===== src/rtl/icache_ctrl_pkg.sv =====
// Shared definitions for the instruction-cache controller: bus command encodings,
// icache geometry and controller state encodings.
package icache_ctrl_pkg;

  localparam int unsigned ICACHE_LINES    = 128;
  localparam int unsigned ICACHE_IDX_BITS = $clog2(ICACHE_LINES);
  localparam int unsigned ICACHE_OFS_BITS = 3;
  localparam int unsigned ICACHE_TAG_BITS = 64 - ICACHE_IDX_BITS - ICACHE_OFS_BITS;

  typedef enum logic [1:0] {
    BUS_NONE  = 2'h0,
    BUS_LOAD  = 2'h1,
    BUS_STORE = 2'h2
  } bus_command_t;

  typedef enum logic [1:0] {
    ICC_IDLE = 2'h0,
    ICC_REQ  = 2'h1,
    ICC_WAIT = 2'h2
  } icc_state_t;

endpackage


===== src/rtl/icache_ctrl.sv =====
// Instruction-cache controller: PC decode, hit pass-through, single outstanding
// line fill from instruction memory with fill-cycle forwarding and a miss counter.
module icache_ctrl
  import icache_ctrl_pkg::*;
#(
  parameter int unsigned ADDR_BITS    = 64,
  parameter int unsigned DATA_SIZE    = 64,
  parameter int unsigned MEM_TAG_BITS = 4,
  parameter int unsigned CNT_BITS     = 32,
  localparam int unsigned TAG_BITS    = ADDR_BITS - ICACHE_IDX_BITS - ICACHE_OFS_BITS
) (
  input  logic                       clock,
  input  logic                       reset,

  input  logic [ADDR_BITS-1:0]       proc2Icache_addr,
  output logic [DATA_SIZE-1:0]       Icache_data_out,
  output logic                       Icache_valid_out,

  output logic [ICACHE_IDX_BITS-1:0] current_index,
  output logic [TAG_BITS-1:0]        current_tag,
  input  logic [DATA_SIZE-1:0]       cachemem_data,
  input  logic                       cachemem_valid,

  output logic                       data_write_enable,
  output logic [ICACHE_IDX_BITS-1:0] wr_idx,
  output logic [TAG_BITS-1:0]        wr_tag,
  output logic [DATA_SIZE-1:0]       wr_data,

  output logic [1:0]                 proc2Imem_command,
  output logic [ADDR_BITS-1:0]       proc2Imem_addr,
  input  logic [MEM_TAG_BITS-1:0]    Imem2proc_response,
  input  logic [DATA_SIZE-1:0]       Imem2proc_data,
  input  logic [MEM_TAG_BITS-1:0]    Imem2proc_tag,

  output logic [CNT_BITS-1:0]        miss_count
);

  icc_state_t                 state;
  bus_command_t               cmd_q;
  logic [ICACHE_IDX_BITS-1:0] miss_idx;
  logic [TAG_BITS-1:0]        miss_tag;
  logic [MEM_TAG_BITS-1:0]    pend_tag;
  logic [CNT_BITS-1:0]        count_q;

  logic fill;
  logic pc_on_miss_line;

  assign current_index = proc2Icache_addr[ICACHE_IDX_BITS+ICACHE_OFS_BITS-1:ICACHE_OFS_BITS];
  assign current_tag   = proc2Icache_addr[ADDR_BITS-1:ICACHE_IDX_BITS+ICACHE_OFS_BITS];

  // Only the registered pend_tag is matched; tag 0 never completes a fill.
  assign fill = !reset && (state == ICC_WAIT) && (pend_tag != '0) &&
                (Imem2proc_tag == pend_tag);
  assign pc_on_miss_line = (current_index == miss_idx) && (current_tag == miss_tag);

  always_comb begin
    Icache_valid_out = 1'b0;
    Icache_data_out  = cachemem_data;
    if (!reset) begin
      if (fill && pc_on_miss_line) begin
        Icache_valid_out = 1'b1;
        Icache_data_out  = Imem2proc_data;
      end else begin
        Icache_valid_out = cachemem_valid;
      end
    end
  end

  assign data_write_enable = fill;
  assign wr_idx            = miss_idx;
  assign wr_tag            = miss_tag;
  assign wr_data           = Imem2proc_data;

  // The command register can lag reset by a cycle, so it is masked while reset is high.
  assign proc2Imem_command = reset ? BUS_NONE : cmd_q;
  assign proc2Imem_addr    = {miss_tag, miss_idx, {ICACHE_OFS_BITS{1'b0}}};
  assign miss_count        = count_q;

  always_ff @(posedge clock) begin
    if (reset) begin
      state    <= ICC_IDLE;
      cmd_q    <= BUS_NONE;
      pend_tag <= '0;
      count_q  <= '0;
    end else begin
      unique case (state)
        ICC_IDLE: begin
          if (!cachemem_valid) begin
            miss_idx <= current_index;
            miss_tag <= current_tag;
            if (count_q != '1) count_q <= count_q + CNT_BITS'(1);
            state    <= ICC_REQ;
            cmd_q    <= BUS_LOAD;
          end
        end
        ICC_REQ: begin
          if (Imem2proc_response != '0) begin
            pend_tag <= Imem2proc_response;
            state    <= ICC_WAIT;
            cmd_q    <= BUS_NONE;
          end else if (cachemem_valid) begin
            state <= ICC_IDLE;
            cmd_q <= BUS_NONE;
          end else begin
            // Retry follows the PC: the request is re-aimed at whatever line now misses.
            miss_idx <= current_index;
            miss_tag <= current_tag;
          end
        end
        ICC_WAIT: begin
          if (fill) begin
            pend_tag <= '0;
            state    <= ICC_IDLE;
          end
        end
        default: begin
          state <= ICC_IDLE;
          cmd_q <= BUS_NONE;
        end
      endcase
    end
  end

endmodule

===== config.mk =====
export PLATFORM = sky130hd
export DESIGN_NAME = icache_ctrl
export DESIGN_NICKNAME = d
export VERILOG_FILES = /design/src/rtl/icache_ctrl_pkg.sv /design/src/rtl/icache_ctrl.sv
export SDC_FILE = /design/constraint.sdc
export NUM_CORES = 1
export LEC_CHECK = 0
export ABC_AREA = 1
export BUFFER_PORTS_ARGS = -buffer_cell sky130_fd_sc_hd__buf_2
export CAP_MARGIN = 20
export CORE_AREA = 2 2 214 216
export DETAILED_ROUTE_END_ITERATION = 10
export DIE_AREA = 0 0 216 218
export PLACE_DENSITY = 0.47
export SLEW_MARGIN = 5
export SYNTH_ARGS = -nofsm -noshare
export SYNTH_HDL_FRONTEND = slang
export SYNTH_SLANG_ARGS = --single-unit

===== constraint.sdc =====
create_clock -name clock -period 10.6 [get_ports clock]
set_input_delay 1.06 -clock clock [delete_from_list [all_inputs] [get_ports clock]]
set_output_delay 1.06 -clock clock [all_outputs]
set_load 0.1 [all_outputs]

Word level (Yosys, flattened, before mapping)
Cells that the tools add are included.

Register bits: 101. Bits in latches: 0. Memory bits (writable): 0. ROM bits: 0. Input bits: 203. Output and inout bits: 350. Word-level logic and storage cells: 58. Memories: 0.

Add/subtract/negate cells: 1. $mul: 0. Divide/modulo/power cells: 0. $lt $le $gt $ge: 0. Equality and inequality tests: 11. Shifts and indexed selects: 0. Mux-type cells: 21. Bitwise logic cells: 3. Reduce and logical (&&, ||, !) cells: 16.

Operators by type and width (count): 2-to-1 mux 64 bit (2); 2-to-1 mux 54 bit (2); case mux 54 bit (2 select lines) (1); equality test 54 bit (1); adder 32 x 1 -> 32 bit (second input constant) (1); != test 32 bit (second input constant) (1); AND reduction 3 bit (5); 2-to-1 mux 7 bit (2); case mux 7 bit (2 select lines) (1); 2-to-1 mux 2 bit (6); case mux 2 bit (3 select lines) (2); 2-to-1 mux 4 bit (2); != test 2 bit (second input constant) (4); case mux 4 bit (2 select lines) (1); nonzero test 4 bit (2); equality test 7 bit (1); logical AND 1 bit (5); equality test 4 bit (1); nonzero test 2 bit (2); != test 3 bit (second input constant) (1); inverter 1 bit (3); equality test 2 x 1 -> 1 bit (second input constant) (1); equality test 2 bit (second input constant) (1); logical NOT 2 bit (1); 2 further kinds (3).

Logic depth before layout (Yosys ltp)
Gate-level depths: netlist of run 1.

Depth in word-level cells: 7. Gate-level depth with buffers: 13. Mapped depth without buffers: 12.

Worst setup path before layout of run 1
No wires, ideal clock.

Kind: input to register. Start: input port reset. End: register miss_idx[0], in the netlist wr_idx[0], enable pin. Setup time: 0.804 ns. Arrival time: 10.725 ns. Required time: 9.796 ns. Slack: -0.930 ns. Stages: 2. Buffers on the path: 1. Cell sequence: buf_2 > a2111oi_0.

Cells in the longest elaborated chain, start to end: 2.

Ends and longest elaborated chain: from (decl) (RTL line icache_ctrl.sv:13) `input logic reset,`; inverter 1 bit (no source line); AND reduction 3 bit (no source line); to (signal assigned) (RTL line icache_ctrl.sv:89) `miss_idx <= current_index;`; to (signal assigned) (RTL line icache_ctrl.sv:106) `miss_idx <= current_index;`; to (decl) (RTL line icache_ctrl.sv:40) `logic [ICACHE_IDX_BITS-1:0] miss_idx;`.

Every way passes these cells. A chain may end at the register's enable or synchronous reset.

Worst setup path after layout of run 1
Start: input port reset. End: output port Icache_valid_out.

Cells in the longest elaborated chain, start to end: 7.

Ends and longest elaborated chain: logical NOT 1 bit; logical AND 1 bit (3 in a row) (RTL line icache_ctrl.sv:52) `assign fill = !reset && (state == ICC_WAIT) && (pend_tag != '0) &&`; logical AND 1 bit (RTL line icache_ctrl.sv:60) `if (fill && pc_on_miss_line) begin`; 2-to-1 mux 1 bit (RTL line icache_ctrl.sv:60); 2-to-1 mux 1 bit * (RTL line icache_ctrl.sv:59) `if (!reset) begin`; to (decl) (RTL line icache_ctrl.sv:17) `output logic Icache_valid_out,`.

Every way passes the cells marked *; elsewhere a longest branch is shown, timed or not.

==> results.ini, run 1 <==
[timing]
fin_tns_setup_ns = 0
drv_slew = 0
fmax_ghz = 0.170
worst_pin_slew_ns = 0.938
slew_headroom_pct = 37.5
fin_ws_ns = 4.72
setup_viol = 0
hold_viol_final = 0
rsz0062_at_grt = no
finClkSkew_ns = 0.0140
period_needed_ns = 5.88
post-route-period-util_pct = 55.4

[route]
vias_per_cell = 3.99
wirelength_mm = 34.5
wl_per_cell_um = 16.2
via_count = 8481
drcViolationCount = 0
ant_nets = 0
drtPass1Iterations = 5
drt_iter0_markers = 653

[final_layout]
stdcell_count = 2125
nFillCells = 5128
design_area_mm2 = 0.0101
final_nets = 1722
syn_to_final_growth_pct = 26.5
drive_gt1_share_pct = 38.3

[logic_synthesis]
async_flop_share_pct = 0
synthTopCellsByCount = 406 x nand2_1, 193 x buf_4, 130 x inv_1
yosys.area.top_type = edfxtp_1
netlist_area_mm2 = 0.00802
seq_area_frac_synth_pct = 32.6
ys.flop_type = edfxtp_1
yosysWarningCount = 0
yosysUniqueCellTypes = 32
syn_inst = 1181
avgSynthCellArea_um2 = 6.79
synth_seq_cells = 100
synth-edff-count = 61
synth.area.top_cells = edfxtp_1 23%, nand2_1 19%, buf_4 18%
yosysMostFrequentCell = nand2_1
synth_top_area_share_pct = 22.9

[global_routing]
grt_pass1_vias = 7488
antenna_found_initial = 3
grt.overflow.total = 0
track_usage_pct = 13.5
grt_max_degree = 66
grt_pass1_wl_mm = 47.3

[place]
place.gp.congestion = 0.909
place_ws_ns = 4.69
place_area_mm2 = 0.00986
dp.cells = 2107
dpl.hpwl_mm = 28.4
port_buffers = 545

[pwr]
finalPower_uw = 1410
ir_drop_mv = 0.0693
p_leak_uw = 0.00529
power-per-cell-area_mw_per_mm2 = 139

[worst_setup_path]
crit_fanout = 65
end_kind = output pin
r2r_setup_slack_ns = 8.04
critPathRequiredTime_ns = 9.54
startpoint_type = input pin
worstPathArrival_ns = 4.82
worstSetupPathType = input pin to output pin

[clocking]
numCtsBuffers = 9
post_cts_resized = 0
path_clk_slew_ns = 0.08
cts_tree = built
cts.sinks = 100
cts-root-buf = clkbuf_16
post-cts-setup-buffer-count = 0
h-tree-depth = 3
clkLatencyLatePin_ns = 0.37
postCtsHoldBufs = 0
cts.path.max_buffers = 2

[die]
io_pins = 553
dieHeight_um = 218
chipWidth_um = 216
std_cell_rows = 78
core_area_mm2 = 0.0449
initial_core_util_pct = 17.9
die-area_mm2 = 0.0471

[hold_path]
hp-class = register to register

[flow_run]
maxCapViolCount = 0

[status]
run_status = complete, no violations

## metal layers
layer | part of all wire, % | vias up | wire length [µm] | track usage, %
li1 | - | 4221 | - | -
met1 | 43 | 3878 | 14900 | 17.6
met2 | 44 | 352 | 15300 | 20.4
met3 | 10 | 28 | 3530 | 5.19
met4 | 2.1 | 2 | 723 | 4.25
met5 | 0.032 | - | 11 | 0
## final cells by class
cell class | count | area, µm² | share of cell area [%]
multi-input cells | 723 | 3220 | 31.8
repair buffers | 551 | 2770 | 27.4
flip-flops and latches | 100 | 2610 | 25.8
well taps | 600 | 751 | 7.41
inverters | 133 | 499 | 4.92
clock buffers | 10 | 229 | 2.26
clock inverters | 6 | 46.3 | 0.457
diodes | 2 | 5.00 | 0.0494
## critical path, cell delays in order
cell	delay [ns]
buf_2	0.32
inv_2	0.32
nand2_1	0.09
nor2_1	0.19
nand2_1	0.08
nor2_1	0.11
nand2_1	0.09
nor2_4	0.11
buf_4	0.56
nand3_2	0.62
buf_4	0.47
o21ai_0	0.19
buf_2	0.49
## state kept, by name (all words and copies together) (netlist names)
signal,flops
pend_tag,4
state,2
cmd_q,1
wr_tag,54
miss_count,32
wr_idx,7
## per-stage QoR
step | util, % | hold WS (ns)
final | 22.6 | 0.503
after global routing | 22.6 | 0.515
after CTS | 22.6 | 0.507
after detailed placement | 22.0 | 0.492
after global placement | 22.0 | 0.492
after floorplan | - | 0.489
## path summary, 6_finish.rpt
path | startpoint | cells past startpoint | endpoint
worst max-delay path | reset | 13 | Icache_valid_out
worst min-delay path | miss_count[31]$_SDFFE_PP0P_ | 2 | miss_count[31]$_SDFFE_PP0P_
worst max register to register | miss_count[0]$_SDFFE_PP0P_ | 12 | miss_count[18]$_SDFFE_PP0P_
worst min register to register | miss_count[31]$_SDFFE_PP0P_ | 2 | miss_count[31]$_SDFFE_PP0P_
## where the power goes
group	switching (µW)	internal, µW
registers	14.7	429
logic	553	85.6
clock network	165	163
## cells by family after synthesis
kind of cell               Yosys count  synth area share [%]
AOI/OAI and AO/OA                   76                  4.96
and+or+nand+nor                    633                  33.5
other                                1                0.0468
xor gates and xnor gates             9                 0.983
DFF                                100                  32.6
adders and majority gates            1                 0.156
buffers and inverters              361                  27.8
## layout by cell type, fill, tap and decap left out, types with 6 or more instances in the layout
master	count
o21ai_0	41
buf_2	545
nand3_1	15
buf_4	6
nand2_1	406
clkbuf_16	9
dfxtp_1	39
inv_1	130
edfxtp_1	61
nor3_1	16
nand4_1	68
a21oi_1	28
xor2_1	9
nor2_1	104
(Power assumes the default switching activity.)
==> run 2, diff against run 1 <==
--- a/config.mk
+++ b/config.mk
@@ -5,13 +5,13 @@
 export SDC_FILE = /design/constraint.sdc
 export NUM_CORES = 1
 export LEC_CHECK = 0
-export ABC_AREA = 1
+export ABC_AREA = 0
 export BUFFER_PORTS_ARGS = -buffer_cell sky130_fd_sc_hd__buf_2
 export CAP_MARGIN = 20
-export CORE_AREA = 2 2 214 216
+export CORE_AREA = 2 2 213 215
 export DETAILED_ROUTE_END_ITERATION = 10
-export DIE_AREA = 0 0 216 218
-export PLACE_DENSITY = 0.47
+export DIE_AREA = 0 0 215 217
+export PLACE_DENSITY = 0.44
 export SLEW_MARGIN = 5
 export SYNTH_ARGS = -nofsm -noshare
 export SYNTH_HDL_FRONTEND = slang
==> constraint.sdc (replaced) <==
create_clock -name clock -period 5.29 [get_ports clock]
set_input_delay 0.529 -clock clock [delete_from_list [all_inputs] [get_ports clock]]
set_output_delay 0.529 -clock clock [all_outputs]
set_load 0.1 [all_outputs]
==> results.ini, run 2 <==
[logic_synthesis]
synth.area.top_cells = edfxtp_1 27%, buf_4 21%, dfxtp_1 11%  ; was edfxtp_1 23%, nand2_1 19%, buf_4 18%
synth_top_area_share_pct = 26.6  ; was 22.9%
netlist_area_mm2 = 0.00689  ; was 0.00802 mm²
syn_inst = 657  ; was 1181
synth_seq_cells = 100  ; unchanged
seq_area_frac_synth_pct = 37.9  ; was 32.6%
async_flop_share_pct = 0  ; unchanged
ys.flop_type = edfxtp_1  ; unchanged
yosysWarningCount = 0  ; unchanged
synthTopCellsByCount = 190 x buf_4, 61 x edfxtp_1, 50 x xnor2_1  ; was 406 x nand2_1, 193 x buf_4, 130 x inv_1
synth-edff-count = 61  ; unchanged
yosysMostFrequentCell = buf_4  ; was nand2_1
yosysUniqueCellTypes = 48  ; was 32
avgSynthCellArea_um2 = 10.5  ; was 6.79 µm²
yosys.area.top_type = edfxtp_1  ; unchanged

[clocking]
h-tree-depth = 3  ; unchanged
postCtsHoldBufs = 0  ; unchanged
post-cts-setup-buffer-count = 0  ; unchanged
cts.sinks = 100  ; unchanged
cts.path.max_buffers = 2  ; unchanged
clkLatencyLatePin_ns = 0.38  ; was 0.37 ns
numCtsBuffers = 9  ; unchanged
post_cts_resized = 0  ; unchanged
path_clk_slew_ns = 0.08  ; about the same
cts_tree = built  ; unchanged
cts-root-buf = clkbuf_16  ; unchanged

[final_layout]
drive_gt1_share_pct = 62.3  ; was 38.3%
n_antenna_cell = 0  ; was 2
final_nets = 1216  ; was 1722
stdcell_count = 1617  ; was 2125
layout_common_cells = 545 x buf_2, 61 x edfxtp_1, 50 x xnor2_1  ; was 545 x buf_2, 406 x nand2_1, 130 x inv_1
syn_to_final_growth_pct = 33.1  ; was 26.5%
final_common_cell = buf_2  ; unchanged
largest_register_ffs = 54  ; unchanged
design_area_mm2 = 0.00918  ; was 0.0101 mm²
nFillCells = 4974  ; was 5128

[route]
ant_nets = 0  ; unchanged
drcViolationCount = 0  ; unchanged
wirelength_mm = 28.1  ; was 34.5 mm
drt_iter0_markers = 250  ; was 653
via_count = 5925  ; was 8481
vias_per_cell = 3.66  ; was 3.99
drtPass1Iterations = 4  ; was 5
wl_per_cell_um = 17.4  ; was 16.2 µm

[die]
dieHeight_um = 217  ; was 218 µm
std_cell_rows = 78  ; unchanged
die-area_mm2 = 0.0467  ; was 0.0471 mm²
core_area_mm2 = 0.0447  ; was 0.0449 mm²
io_pins = 553  ; unchanged
initial_core_util_pct = 15.4  ; was 17.9%
chipWidth_um = 215  ; was 216 µm

[hold_path]
hold_start = proc2Icache_addr[31]  ; was miss_count[31]$_SDFFE_PP0P_
hp-class = input pin to register  ; was register to register

[pwr]
p_leak_uw = 0.00436  ; was 0.00529 µW
power-per-cell-area_mw_per_mm2 = 309  ; was 139 mW/mm²
ir_drop_mv = 0.121  ; was 0.0693 mV

[worst_setup_path]
crit_fanout = 40  ; was 65
crit_family = compound AO/OA/AOI/OAI gates  ; was buffers and inverters
end_kind = output pin  ; unchanged
path_cells = inv_1, o2111ai_1, a2111oi_0, nand4_1, or4_4, buf_12, mux2_2, buf_2  ; was buf_2, inv_2, nand2_1, nor2_1, nand2_1, nor2_1, nand2_1, nor2_4, buf_4, nand3_2, buf_4, o21ai_0, buf_2
startpoint_type = register  ; was input pin
worstSetupPathType = register to output pin  ; was input pin to output pin
crit_slowest_cell = a2111oi_0  ; was nand3_2
r2r-start = miss_count[0]$_SDFFE_PP0P_  ; unchanged
critPathRequiredTime_ns = 4.76  ; was 9.54 ns
critical_path.max_stage_delay_ns = 0.90  ; was 0.62 ns
critPathCapture = Icache_data_out[2]  ; was Icache_valid_out
r2r-end = miss_count[31]$_SDFFE_PP0P_  ; was miss_count[18]$_SDFFE_PP0P_
worstPathArrival_ns = 3.93  ; was 4.82 ns
worst-path-buf-inv = 3  ; was 5
r2r_setup_slack_ns = 2.88  ; was 8.04 ns
worst-path-stages = 8  ; was 13
crit_start = wr_tag[16]$_DFFE_PP_  ; was reset
r2r_cells = 6  ; was 12

[timing]
fin_tns_setup_ns = 0  ; unchanged
period_needed_ns = 4.46
slew_headroom_pct = 29.9  ; was 37.5%
worst_pin_slew_ns = 1.03  ; was 0.938 ns
finClkSkew_ns = 0.0207  ; was 0.0140 ns
hold_viol_final = 0  ; unchanged
setup_viol = 0  ; unchanged
post-route-period-util_pct = 84.4
drv_slew = 0  ; unchanged
fmax_ghz = 0.224
rsz0062_at_grt = no  ; unchanged

[place]
port_buffers = 545  ; unchanged
place.gp.congestion = 0.771  ; was 0.909
dpl.hpwl_mm = 23.8  ; was 28.4 mm
dp.cells = 1601  ; was 2107
place_area_mm2 = 0.00889  ; was 0.00986 mm²

[global_routing]
antenna_found_initial = 2  ; was 3
grt_max_degree = 47  ; was 66
grt.overflow.total = 0  ; unchanged
grt_pass1_wl_mm = 38.6  ; was 47.3 mm
grt_pass1_vias = 5530  ; was 7488
track_usage_pct = 11.4  ; was 13.5%

[status]
run_status = complete, no violations  ; unchanged

[flow_run]
maxCapViolCount = 0  ; unchanged

==> run 2: changes by cell type after synthesis, moves of 13 or more <==
cell	delta
nand2_1	-387
inv_1	-111
nor2_1	-76
xnor2_1	+50
mux2_4	+49
nand4_1	-49
o21ai_0	-34
a21oi_1	-20
mux2_2	+16
nor4_1	+13
==> run 2: metrics by stage <==
stage	total power (µW)	util [%]	setup WS, ns	hold WS [ns]
global placement	2190	19.9	0.982	0.467
finish	2840	20.5	0.828	0.361
detailed placement	2190	19.9	0.955	0.475
global route	2930	20.5	0.528	0.346
floorplan	2030	-	1.21	0.452
CTS	2880	20.5	0.723	0.339
==> run 2: per-layer routing <==
| metal | global-route usage [%] | up-vias | part of all wire [%] |
|---|---|---|---|
| met5 | 0 | - | 0 |
| met4 | 4.67 | 0 | 3.1 |
| li1 | - | 2809 | - |
| met3 | 3.21 | 24 | 7.4 |
| met2 | 18.7 | 280 | 48 |
| met1 | 14.0 | 2812 | 41 |
==> run 2: cells by family after synthesis <==
family	share of synthesized area [%]
buffers and inverters	23.5
AND/OR/NAND/NOR	12.3
flip-flops	37.9
XOR/XNOR	8.51
multiplexers	13.4
AO/OA/AOI/OAI	4.21
adder cells (fa/ha/maj)	0.181
other	0.0544
==> run 2: area by class of cell <==
cell class | instances | area, µm² | area share (%)
Timing Repair Buffer | 550 | 2780 | 30.3
Multi-Input combinational cell | 332 | 2680 | 29.2
Sequential cell | 100 | 2610 | 28.5
Tap cell | 600 | 751 | 8.18
Clock buffer | 10 | 239 | 2.60
Inverter | 19 | 71.3 | 0.777
Clock inverter | 6 | 42.5 | 0.464
==> run 2: worst register-to-register path, stage by stage, from the launching register on <==
cell      delay (ns)
dfxtp_1         0.44
ha_1            0.40
and4_1          0.35
nor4bb_2        0.33
or2_1           0.39
nor4_1          0.13
mux2_2          0.28
==> run 2: where the power goes <==
part           leakage, µW  internal (µW)  switching [µW]
combinational      0.00334            196            1080
sequential        0.000882            861            27.8
clock             0.000144            337             334
total              0.00436           1390            1440
==> run 2: worst min path at each step <==
| stage | end | slack (ns) | cells after the start |
|---|---|---|---|
| floorplan | cmd_q[0]$_SDFFE_PP0P_ | 0.45 | 2 |
| finish | wr_tag[21]$_DFFE_PP_ | 0.36 | 1 |
| detailed placement | cmd_q[0]$_SDFFE_PP0P_ | 0.48 | 2 |
| CTS | wr_tag[21]$_DFFE_PP_ | 0.34 | 1 |
| global placement | cmd_q[0]$_SDFFE_PP0P_ | 0.47 | 2 |
| global route | wr_tag[21]$_DFFE_PP_ | 0.35 | 1 |
